File: src/rtl/pixel_window_buffer.sv
// pixel_window_buffer
// Streams row-major pixels through two line buffers and a 3x3 shift window.
// Each complete neighbourhood is handed to the convolver with a one-cycle
// calc_enable pulse, and the input stream is held off until calc_done.
module pixel_window_buffer #(
   parameter int IMG_WIDTH  = 8,
   parameter int IMG_HEIGHT = 8,
   parameter int PIX_W      = 4
) (
   input  logic                                  clk,
   input  logic                                  rst,
   input  logic                                  pix_valid,
   input  logic                                  pix_sof,
   input  logic [PIX_W-1:0]                      pix_data,
   output logic                                  pix_ready,
   input  logic                                  calc_done,
   output logic                                  calc_enable,
   output logic [2:0][2:0][PIX_W-1:0]            pixels,
   output logic [$clog2(IMG_HEIGHT)-1:0]         win_row,
   output logic [$clog2(IMG_WIDTH)-1:0]          win_col,
   output logic                                  frame_done
);

   localparam int CW = $clog2(IMG_WIDTH);
   localparam int RW = $clog2(IMG_HEIGHT);
   localparam logic [CW-1:0] COL_LAST     = CW'(IMG_WIDTH - 1);
   localparam logic [RW-1:0] ROW_LAST     = RW'(IMG_HEIGHT - 1);
   localparam logic [CW-1:0] WIN_COL_LAST = CW'(IMG_WIDTH - 2);
   localparam logic [RW-1:0] WIN_ROW_LAST = RW'(IMG_HEIGHT - 2);
   localparam logic [CW-1:0] COL_TWO      = CW'(2);
   localparam logic [RW-1:0] ROW_TWO      = RW'(2);

   typedef enum logic [1:0] {
      S_FILL  = 2'd0,
      S_ISSUE = 2'd1,
      S_WAIT  = 2'd2
   } state_t;

   state_t                         r_state;
   state_t                         w_state_nxt;
   logic [CW-1:0]                  r_col;
   logic [RW-1:0]                  r_row;
   logic [CW-1:0]                  w_col_cur;
   logic [RW-1:0]                  w_row_cur;
   logic [CW-1:0]                  w_col_nxt;
   logic [RW-1:0]                  w_row_nxt;
   logic                           w_accept;
   logic                           w_issue;
   logic [PIX_W-1:0]               r_lb0 [IMG_WIDTH];
   logic [PIX_W-1:0]               r_lb1 [IMG_WIDTH];
   logic [2:0][2:0][PIX_W-1:0]     r_pixels;
   logic [RW-1:0]                  r_win_row;
   logic [CW-1:0]                  r_win_col;

   assign pix_ready = (r_state == S_FILL) & ~rst;
   assign w_accept  = pix_valid & pix_ready;
   // A start-of-frame pixel is always position (0,0), whatever the counters say.
   assign w_col_cur = pix_sof ? {CW{1'b0}} : r_col;
   assign w_row_cur = pix_sof ? {RW{1'b0}} : r_row;
   assign w_issue   = w_accept & (w_row_cur >= ROW_TWO) & (w_col_cur >= COL_TWO);

   assign pixels    = r_pixels;
   assign win_row   = r_win_row;
   assign win_col   = r_win_col;

   // Position of the pixel following the one being accepted (raster wrap).
   always_comb begin
      w_col_nxt = w_col_cur + CW'(1);
      w_row_nxt = w_row_cur;
      if (w_col_cur == COL_LAST) begin
         w_col_nxt = {CW{1'b0}};
         if (w_row_cur == ROW_LAST) begin
            w_row_nxt = {RW{1'b0}};
         end else begin
            w_row_nxt = w_row_cur + RW'(1);
         end
      end else begin
         w_row_nxt = w_row_cur;
      end
   end

   // FSM state register.
   always_ff @(posedge clk or posedge rst) begin
      if (rst) begin
         r_state <= S_FILL;
      end else begin
         r_state <= w_state_nxt;
      end
   end

   // FSM next state, start pulse and end-of-frame pulse.
   always_comb begin
      w_state_nxt = r_state;
      calc_enable = 1'b0;
      frame_done  = 1'b0;
      case (r_state)
         S_FILL: begin
            if (w_issue) begin
               w_state_nxt = S_ISSUE;
            end else begin
               w_state_nxt = S_FILL;
            end
         end
         S_ISSUE: begin
            calc_enable = 1'b1;
            w_state_nxt = S_WAIT;
         end
         S_WAIT: begin
            if (calc_done) begin
               w_state_nxt = S_FILL;
               frame_done  = (r_win_row == WIN_ROW_LAST) & (r_win_col == WIN_COL_LAST);
            end else begin
               w_state_nxt = S_WAIT;
            end
         end
         default: begin
            w_state_nxt = S_FILL;
         end
      endcase
   end

   // Raster counters track the position of the next expected pixel.
   always_ff @(posedge clk or posedge rst) begin
      if (rst) begin
         r_col <= {CW{1'b0}};
         r_row <= {RW{1'b0}};
      end else if (w_accept) begin
         r_col <= w_col_nxt;
         r_row <= w_row_nxt;
      end else begin
         r_col <= r_col;
         r_row <= r_row;
      end
   end

   // Line buffers and window shift; the window centre is latched on issue.
   always_ff @(posedge clk or posedge rst) begin
      if (rst) begin
         for (int i = 0; i < IMG_WIDTH; i++) begin
            r_lb0[i] <= {PIX_W{1'b0}};
            r_lb1[i] <= {PIX_W{1'b0}};
         end
         r_pixels  <= '0;
         r_win_row <= {RW{1'b0}};
         r_win_col <= {CW{1'b0}};
      end else if (w_accept) begin
         for (int r = 0; r < 3; r++) begin
            r_pixels[r][0] <= r_pixels[r][1];
            r_pixels[r][1] <= r_pixels[r][2];
         end
         r_pixels[0][2]   <= r_lb1[w_col_cur];
         r_pixels[1][2]   <= r_lb0[w_col_cur];
         r_pixels[2][2]   <= pix_data;
         r_lb1[w_col_cur] <= r_lb0[w_col_cur];
         r_lb0[w_col_cur] <= pix_data;
         if (w_issue) begin
            r_win_row <= w_row_cur - RW'(1);
            r_win_col <= w_col_cur - CW'(1);
         end else begin
            r_win_row <= r_win_row;
            r_win_col <= r_win_col;
         end
      end else begin
         r_win_row <= r_win_row;
         r_win_col <= r_win_col;
      end
   end

endmodule

File: config.mk
export PLATFORM = sky130hd
export DESIGN_NAME = pixel_window_buffer
export DESIGN_NICKNAME = d
export VERILOG_FILES = /design/src/rtl/pixel_window_buffer.sv
export SDC_FILE = /design/constraint.sdc
export NUM_CORES = 1
export LEC_CHECK = 0
export CAP_MARGIN = 10
export CELL_PAD_IN_SITES_DETAIL_PLACEMENT = 0
export CELL_PAD_IN_SITES_GLOBAL_PLACEMENT = 1
export CORE_UTILIZATION = 48
export DETAILED_ROUTE_END_ITERATION = 12
export PLACE_DENSITY_LB_ADDON = 0.25
export RECOVER_POWER = 25
export SETUP_SLACK_MARGIN = 0.2
export SYNTH_ARGS = -nofsm -noshare
export SYNTH_HDL_FRONTEND = slang
export SYNTH_SLANG_ARGS = --single-unit
File: constraint.sdc
create_clock -name clk -period 7.3 [get_ports clk]
set_input_delay 1.46 -clock clk [delete_from_list [all_inputs] [get_ports clk]]
set_output_delay 1.46 -clock clk [all_outputs]
set_load 0.005 [all_outputs]
==> impl_metrics.env <==
export IMPL_cts_sinks=114
export IMPL_yosysTopAreaCell="dfrtp_1"
export IMPL_drtIter0Drc=200
export IMPL_synthCells=459
export IMPL_wl_per_cell_um=16.16
export IMPL_setup_tns_ns=0
export IMPL_drive_above_1_share_pct=15.80
export IMPL_num_rows=37
export IMPL_globalRouteOverflowTotal=0
export IMPL_cts_root_buf="clkbuf_8"
export IMPL_synth_nets=476
export IMPL_post_cts_buffers=0
export IMPL_cts_tree="yes"
export IMPL_cts_buffers=17
export IMPL_dp_cells=625
export IMPL_slew_headroom_pct=-118.5
export IMPL_diodes=0
export IMPL_final_cell_mix="nand2_1, dfrtp_1, clkdlybuf4s50_1, o21ai_0, mux2_2"
export IMPL_fin_crit_sh_pct=58.61
export IMPL_ys_top_cells_by_area="dfrtp_1, nand2_1, mux2_2, mux2i_1, o21ai_0"
export IMPL_core_area_mm2=0.01028
export IMPL_crit_type="in2out"
export IMPL_port_buffers=53
export IMPL_synth_edf_count=0
export IMPL_clk_pin_slew_worst_paths_ns=0.05
export IMPL_finalCoreUtilization_pct=60.66
export IMPL_synth_area_mm2=0.005052
export IMPL_floorplan_initialDensity_pct=49.16
export IMPL_synthArstFlopShare_pct=100.0
export IMPL_grt_max_degree=75
export IMPL_stdcell_count=655
export IMPL_fmax_ghz=0.2337
export IMPL_hold_viol=0
export IMPL_hold_buffers=0
export IMPL_antenna_found_initial=0
export IMPL_violations="max-capacitance violations, max-slew violations"
export IMPL_rsz0062_at_grt="no"
export IMPL_cts_resized=0
export IMPL_cp_max_fo=2
export IMPL_synth_top_flop_cell="dfrtp_1"
export IMPL_avgViaCountPerCell=5.287
export IMPL_arrival_ns=2.82
export IMPL_synth_cell_types=45
export IMPL_clkLatencyLatePin_ns=0.52
export IMPL_clockBufferDepth=2
export IMPL_yosys_register_bits=114
export IMPL_htree_levels=4
export IMPL_wl_um=10590
export IMPL_worstMarginPinSlew_ns=3.260
export IMPL_fin_skew_ns=0.01253
export IMPL_layout_min_cycle_time_ns=4.279
export IMPL_synth_avg_cell_area_um2=11.01
export IMPL_startpoint_type="input pin"
export IMPL_ir_drop_v=0.0001414
export IMPL_place_gp_congestion=0.7973
export IMPL_die_area_mm2=0.01094
export IMPL_setup_viol=0
export IMPL_io_pins=54
export IMPL_p_per_area_mw_per_mm2=313.2
export IMPL_ys_seq_area_share_pct=56.46
export IMPL_grt_pass1_wl_um=18130
export IMPL_drt_pass1_iterations=4
export IMPL_place_hpwl_um=6589
export IMPL_synth_top_cell_area_share_pct=56.46
export IMPL_die_h_um=104.6
export IMPL_status="finished, violations left"
export IMPL_whs_ns=0.4723
export IMPL_grt_pass1_vias=3424
export IMPL_cp_end_kind="primary output"
export IMPL_nets=525
export IMPL_grt_use_total_pct=21.71
export IMPL_antenna_left=0
export IMPL_vias=3463
export IMPL_leakagePower_nw=2.947
export IMPL_cp_required_ns=5.84
export IMPL_maxCapViolCount=1
export IMPL_final_common_cell="nand2_1"
export IMPL_area_delta_synth_final_pct=23.40
export IMPL_remaining_drc_errors=0
export IMPL_die_width_um=104.6
export IMPL_drv_slew=75
export IMPL_ys_warnings_count=0
export IMPL_hp_class="reg2reg"
==> worst max-delay path, cell delays in order <==
cell and delay, ns:
dlygate4sd3_1 0.54, nand4b_1 0.09, nor3_1 0.19, clkdlybuf4s50_1 0.54
==> cell families (layout without fill, tap and decap cells) <==
| kind of cell | after synthesis | after routing | share of synthesized area (%) |
|---|---|---|---|
| compound gates | 69 | 69 | 8.371 |
| xor+xnor | 2 | 2 | 0.3468 |
| fa+ha+maj | 8 | 8 | 1.981 |
| buf+inv | 36 | 96 | 3.343 |
| flops | 114 | 114 | 56.46 |
| mux | 65 | 65 | 14.59 |
| simple gates | 165 | 165 | 14.91 |
==> metrics by stage <==
step,setup slack [ns],area [um2],power [mW]
after detailed placement,2.824,5655,1.151
after floorplan,2.824,5052,1.003
final,3.021,6235,1.953
after global placement,2.980,5655,1.141
after CTS,3.085,6236,1.970
after global routing,2.668,6235,2.047
==> Yosys cell counts (4+ instances only) <==
cell type,number
ha_1,8
mux2i_1,26
clkbuf_1,11
buf_2,9
mux2_4,4
a22oi_1,4
nor2_1,17
inv_1,10
nand2_1,117
dfrtp_1,114
o22ai_1,4
o21ai_0,35
a31oi_1,5
nor2b_1,7
a21oi_1,6
mux2_2,33
o22a_1,4
==> where the power goes <==
group          leakage (nW)  total (mW)  internal, mW  switching [mW]
logic                  1.20       0.321         0.182           0.139
clock network         0.275       0.813         0.531           0.281
registers              1.47       0.820         0.745          0.0747
total                  2.95        1.95          1.46           0.495
==> flip-flops by register name (all words and copies together) (netlist names) <==
register	flops
win_row	3
r_state	2
r_lb0	32
pixels	36
r_lb1	32
r_col	3
r_row	3
win_col	3
==> metal layers <==
layer | GRT usage, % | share of wire, % | vias to the layer above
met5 | 0 | 0 | -
met4 | 7.948 | 0.97 | 0
met3 | 5.926 | 3.6 | 8
met2 | 32.64 | 45 | 76
met1 | 30.25 | 50 | 1713
li1 | - | - | 1666
==> worst paths after layout <==
kind / start / to / slack [ns] / cells after the start
min in group asynchronous: rst / r_state[1]$_DFF_PP0_ / 2.45 / 2
hold reg to reg: pixels[2]$_DFFE_PP0P_ / pixels[2]$_DFFE_PP0P_ / 0.47 / 2
setup / recovery: calc_done / frame_done / 3.02 / 4
hold / removal: pixels[2]$_DFFE_PP0P_ / pixels[2]$_DFFE_PP0P_ / 0.47 / 2
setup reg to reg: r_col[0]$_DFFE_PP0P_ / win_row[1]$_DFFE_PP0P_ / 4.26 / 6
max in group asynchronous: rst / r_lb0[21]$_DFFE_PP0P_ / 3.21 / 3
==> layout make-up <==
type	instances	area (um2)
clock buffers	20	445.4
well taps	136	170.2
fillers	858	4043
inverters	10	38.79
flip-flops and latches	114	2853
clock inverters	10	135.1
repair buffers	56	553.0
multi-input cells	309	2039
(Power assumes the default switching activity.)
==> patch 1, RTL diff (same settings) <==
Reset style: synchronous (`rst`), changed in 3 clocked blocks.
--- a/src/rtl/pixel_window_buffer.sv
+++ b/src/rtl/pixel_window_buffer.sv
@@ -80,7 +80,7 @@
    end
 
    // FSM state register.
-   always_ff @(posedge clk or posedge rst) begin
+   always_ff @(posedge clk) begin
       if (rst) begin
          r_state <= S_FILL;
       end else begin
@@ -120,7 +120,7 @@
    end
 
    // Raster counters track the position of the next expected pixel.
-   always_ff @(posedge clk or posedge rst) begin
+   always_ff @(posedge clk) begin
       if (rst) begin
          r_col <= {CW{1'b0}};
          r_row <= {RW{1'b0}};
@@ -134,7 +134,7 @@
    end
 
    // Line buffers and window shift; the window centre is latched on issue.
-   always_ff @(posedge clk or posedge rst) begin
+   always_ff @(posedge clk) begin
       if (rst) begin
          for (int i = 0; i < IMG_WIDTH; i++) begin
             r_lb0[i] <= {PIX_W{1'b0}};
Formal check against the unedited RTL: differs if rst is asserted again (counterexample within 4 cycles, from zero or initial values and one cycle with rst high); with rst held inactive, the same outputs for 10 cycles.
==> patch 1 against the unedited design <==
The flow still finishes with violations (max-capacitance violations, max-slew violations). Sequential cell count unchanged. Largest cell class unchanged. Utilization up 0.76 points. Routed wire length up 5.7%. Die area down 2.8%. Count of clock-buffer cells in the layout down 1. Design area down 3.3%. Setup slack worse by 0.58 ns. Area after synthesis down 2.9%. Critical path depth up 1.
Power is not compared: it rests on default switching activity, and its combinational part moved more than twofold at a synthesized area within 25%.
==> patch 1: results (changes against the unedited design) <==
status = finished, violations left
failing checks = max-capacitance violations, max-slew violations
XOR/XNOR share of the synthesized area = 0.357% (+0.010 points)
clock skew = 0.00994 ns (-0.00259 ns)
Pleak = 2.21 nW
prevailing post-synth register cell = edfxtp_1
first-pass GRT wire length = 17.6 mm (-2.9%)
Worst Path Max Fanout = 47 (+45)
synth top area cells = edfxtp_1 (39%), dfxtp_1 (20%), nand2_1 (5.4%), a21oi_1 (3.7%), nor2_1 (3.6%)
syn_nets = 465 (-2.3%)
Max clock buf depth = 2 (unchanged)
FILL cells = 840 (-2.1%)
R2R Setup Slk = 3.52 ns (-0.74 ns)
Synth async-reset ratio = 0% (-100 points)
Post-synth EDFFs = 64 (+64)
Total GRT Usage = 22.8% (+1.1 points)
Synth Area in Compound Gates = 10.2% (+1.9 points)
worst r2r src = r_state[1]
Slowest Stage Delay on Critical Path = 1.49 ns (+0.95 ns)
largest net degree at the start of global routing = 59 (-21%)
sequential power = 0.000709 W
vias in the first global route = 3423 (-0.029%)
crit path from = pix_valid
Routability Congestion = 0.753 (-5.6%)
post-synthesis mux area share = 5.41% (-9.2 points)
DR pass1 iterations = 4 (unchanged)
max_cap viols = 2 (+1)
hpwl dp = 7.44 mm (+13%)
via/cell ratio = 5.46 (+3.2%)
adder-cell area share of the yosys netlist = 1.78% (-0.20 points)
crit-path leading delay family = buffers and inverters
Peak VDD IR = 0.136 mV
Distinct cells, synth = 46 (+2.2%)
worst endpoint data arrival time = 5.02 ns (+2.20 ns)
sequential fraction of the synthesis area = 59.6% (+3.1 points)
layout net count = 514 (-2.1%)
HP Start = pixels[2]
final wirelength = 11.2 mm (+5.7%)
CP max-delay cell = clkbuf_1
Worst-Margin Slew = 1.99 ns (-1.27 ns)
initial DRC count = 214 (+7.0%)
layout cells sized above 1 = 11.0% (-4.8 points)
I/O Buffers = 53 (unchanged)
Final Max Slew Viols = 92 (+23%)
Sw Ratio = 23.0%
clock network power = 0.000743 W
top post-synthesis cells by count = nand2_1 (70), edfxtp_1 (64), dfxtp_1 (50)
patch 1: changes by cell type in the layout (fill, tap and decap cells not counted), sizes merged, moves of 20 or more:
cell / before / now
dlygate4sd3: 2 / 25
edfxtp: 0 / 64
a21oi: 6 / 36
mux2: 37 / 4
clkdlybuf4s50: 51 / 27
dfrtp: 114 / 0
and2: 0 / 25
o21ai: 35 / 15
nand2: 118 / 70
nor2: 17 / 47
dfxtp: 0 / 50
patch 1: through the flow:
stage	setup WS [ns]	util [%]	std cells	hold WS, ns	cell area [um2]
after floorplan	3.70	-	449	0.441	4910
after global placement	2.96	56.2	612	0.442	5520
after detailed placement	2.79	56.2	612	0.449	5520
after CTS	2.96	61.7	644	0.457	6050
after global routing	2.01	61.4	644	0.474	6030
final	2.44	61.4	644	0.450	6030
patch 1: tightest hold or removal path: stages, from the launching register on:
cell and delay (ns):
dfxtp_1 0.30, nand2_1 0.05, a21oi_1 0.05
patch 1: per-layer routing:
metal | track usage [%] | wire length (um) | vias to the layer above
met1 | 29.8 | 4980 | 1710
met3 | 4.41 | 492 | 15
met5 | 0 | 0 | -
met4 | 9.53 | 158 | 0
met2 | 37.3 | 5560 | 96
li1 | - | - | 1693
patch 1: path summary, 6_finish.rpt:
check	to	depth (start not counted)
worst max-delay path	r_lb0[0][3]	5
worst min-delay path	pixels[2]	2
worst max register to register	r_lb0[0][3]	4
worst min register to register	pixels[2]	2
patch 1: cell type report:
| class | count | area share (%) |
|---|---|---|
| sequential | 114 | 48.5 |
| tap | 133 | 2.76 |
| timing repair buffer | 57 | 9.09 |
| clock buffer | 19 | 7.16 |
| clock inverter | 13 | 1.76 |
| inverter | 5 | 0.311 |
| multi-input combinational | 303 | 30.5 |
==> patch 2, RTL diff (config.mk and constraints unchanged) <==
Made on the original files. Change the parameter `IMG_HEIGHT` from 8 to 4.
--- a/src/rtl/pixel_window_buffer.sv
+++ b/src/rtl/pixel_window_buffer.sv
@@ -4,7 +4,7 @@
 // calc_enable pulse, and the input stream is held off until calc_done.
 module pixel_window_buffer #(
    parameter int IMG_WIDTH  = 8,
-   parameter int IMG_HEIGHT = 8,
+   parameter int IMG_HEIGHT = 4,
    parameter int PIX_W      = 4
 ) (
    input  logic                                  clk,
Ports: changed (resized win_row); port bits go from 54 to 53. The function was not compared with the original's and may differ.
==> patch 2 against the unedited design <==
The flow still finishes with violations (max-capacitance violations, max-slew violations). Setup slack better by 0.082 ns. Count of clock-buffer cells in the layout down 9. Via count down 3.9%. Design area down 9.2%. Sequential cell count fell by 2. Combinational power fell by 3%. Total power fell by 25%. Area after synthesis fell by 3.5%. Routed wire length fell by 4.0%.
==> patch 2: results (changes against the unedited design) <==
status = finished, violations left
failing checks = max-capacitance violations, max-slew violations
post-CTS resize count = 0 (unchanged)
met3 usage = 4.41% (-1.5 points)
clock-pin slew on the worst setup and hold paths = 0.09 ns (+0.04 ns)
Pleak = 2.62 nW (-11%)
HP Start = pixels[15]
vias in the first global route = 3286 (-4.0%)
Yosys warnings = 0 (unchanged)
Slowest Stage Delay on Critical Path = 0.60 ns (+0.06 ns)
R2R Setup Slk = 4.63 ns (+0.37 ns)
GRT met2 Usage = 34.9% (+2.3 points)
Synth async-reset ratio = 100% (unchanged)
syn_nets = 458 (-3.8%)
Worst Hold Class = flop to flop
I/O Buffers = 52 (-1.9%)
Hold Path End = pixels[15]
Routability Congestion = 0.774 (-3.0%)
post-synthesis mux area share = 15.3% (+0.68 points)
post-detailed-route wirelength per cell = 16.3 um (+0.75%)
Synth Area in Compound Gates = 7.80% (-0.57 points)
Worst-Margin Slew = 2.71 ns (-0.555 ns)
XOR/XNOR share of the synthesized area = 0.180% (-0.17 points)
largest net degree at the start of global routing = 63 (-16%)
R2R depth = 7 (+1)
antenna cell count = 0 (unchanged)
initial DRC count = 110 (-45%)
root buf cell = clkbuf_8
prevailing post-synth register cell = dfrtp_1
FILL cells = 887 (+3.4%)
via/cell ratio = 5.33 (+0.91%)
Total GRT Usage = 20.9% (-0.77 points)
CTS buffer count = 9 (-8)
Max clock buf depth = 2 (unchanged)
hpwl dp = 6.64 mm (+0.73%)
sequential fraction of the synthesis area = 57.5% (+1.0 points)
hold slack = 0.472 ns (-0.0000300 ns)
adder-cell area share of the yosys netlist = 1.03% (-0.96 points)
H-tree depth = 3 (-1)
worst r2r src = r_col[0]
GR Util met1 = 27.7% (-2.6 points)
synth top area cells = dfrtp_1 (57%), mux2_2 (9.5%), nand2_1 (9.0%), mux2i_1 (4.1%), o21ai_0 (2.5%)
first-pass GRT wire length = 16.5 mm (-8.9%)
layout net count = 499 (-5.0%)
Distinct cells, synth = 46 (+2.2%)
Worst Path Max Fanout = 4 (+2)
setup bufs post-CTS = 0 (unchanged)
layout cells sized above 1 = 15.3% (-0.52 points)
clock latency on the worst-skew pair = 0.38 ns (-0.14 ns)
max_cap viols = 1 (unchanged)
top post-synthesis cells by count = nand2_1 (117), dfrtp_1 (112), mux2_2 (41)
Peak VDD IR = 0.200 mV (+42%)
Final Max Slew Viols = 63 (-16%)
clock skew = 0.0158 ns (+0.00327 ns)
patch 2: layout make-up:
type	count	area, um2	area share [%]
clock buffers	11	141	2.50
inverters	5	20.0	0.354
flip-flops and latches	112	2800	49.5
repair buffers	57	558	9.86
well taps	133	166	2.94
clock inverters	5	41.3	0.729
multi-input cells	301	1930	34.1
patch 2: worst max path at each step:
stage | startpoint | end | slack (ns)
after global placement | calc_done | frame_done | 3.21
after floorplan | rst | pixels[0] | 2.88
after global routing | rst | r_lb0[30] | 2.76
after detailed placement | rst | pix_ready | 3.18
after CTS | rst | pix_ready | 3.18
final | rst | pix_ready | 3.10
patch 2: metrics by stage:
step / cells / cell area, um2 / setup WS, ns
2_1_floorplan: 445 / 4880 / 2.88
3_3_place_gp: 608 / 5480 / 3.21
3_5_place_dp: 608 / 5480 / 3.18
4_1_cts: 624 / 5660 / 3.18
5_1_grt: 624 / 5660 / 2.76
6_report: 624 / 5660 / 3.10
patch 2: logic make-up after synthesis:
family	Yosys count
xor+xnor	1
simple gates	164
flops	112
mux	66
fa+ha+maj	4
compound gates	66
buf+inv	32
patch 2: worst max-delay path: cells and delay by family:
| family | cells | cell delay [ns] |
|---|---|---|
| AND/OR/NAND/NOR | 1 | 0.15 |
| buffers and inverters | 2 | 1.13 |
patch 2: report_power, final:
group          switching, W  leakage (nW)  internal (W)
sequential        0.0000797          1.45      0.000732
combinational      0.000132          1.08      0.000178
clock              0.000207        0.0914      0.000137
total              0.000419          2.62       0.00105
patch 2: per-layer routing:
metal	up-vias	part of all wire, %
met3	9	3.3
met5	-	0
met2	56	49
met4	0	1.1
met1	1662	47
li1	1602	-
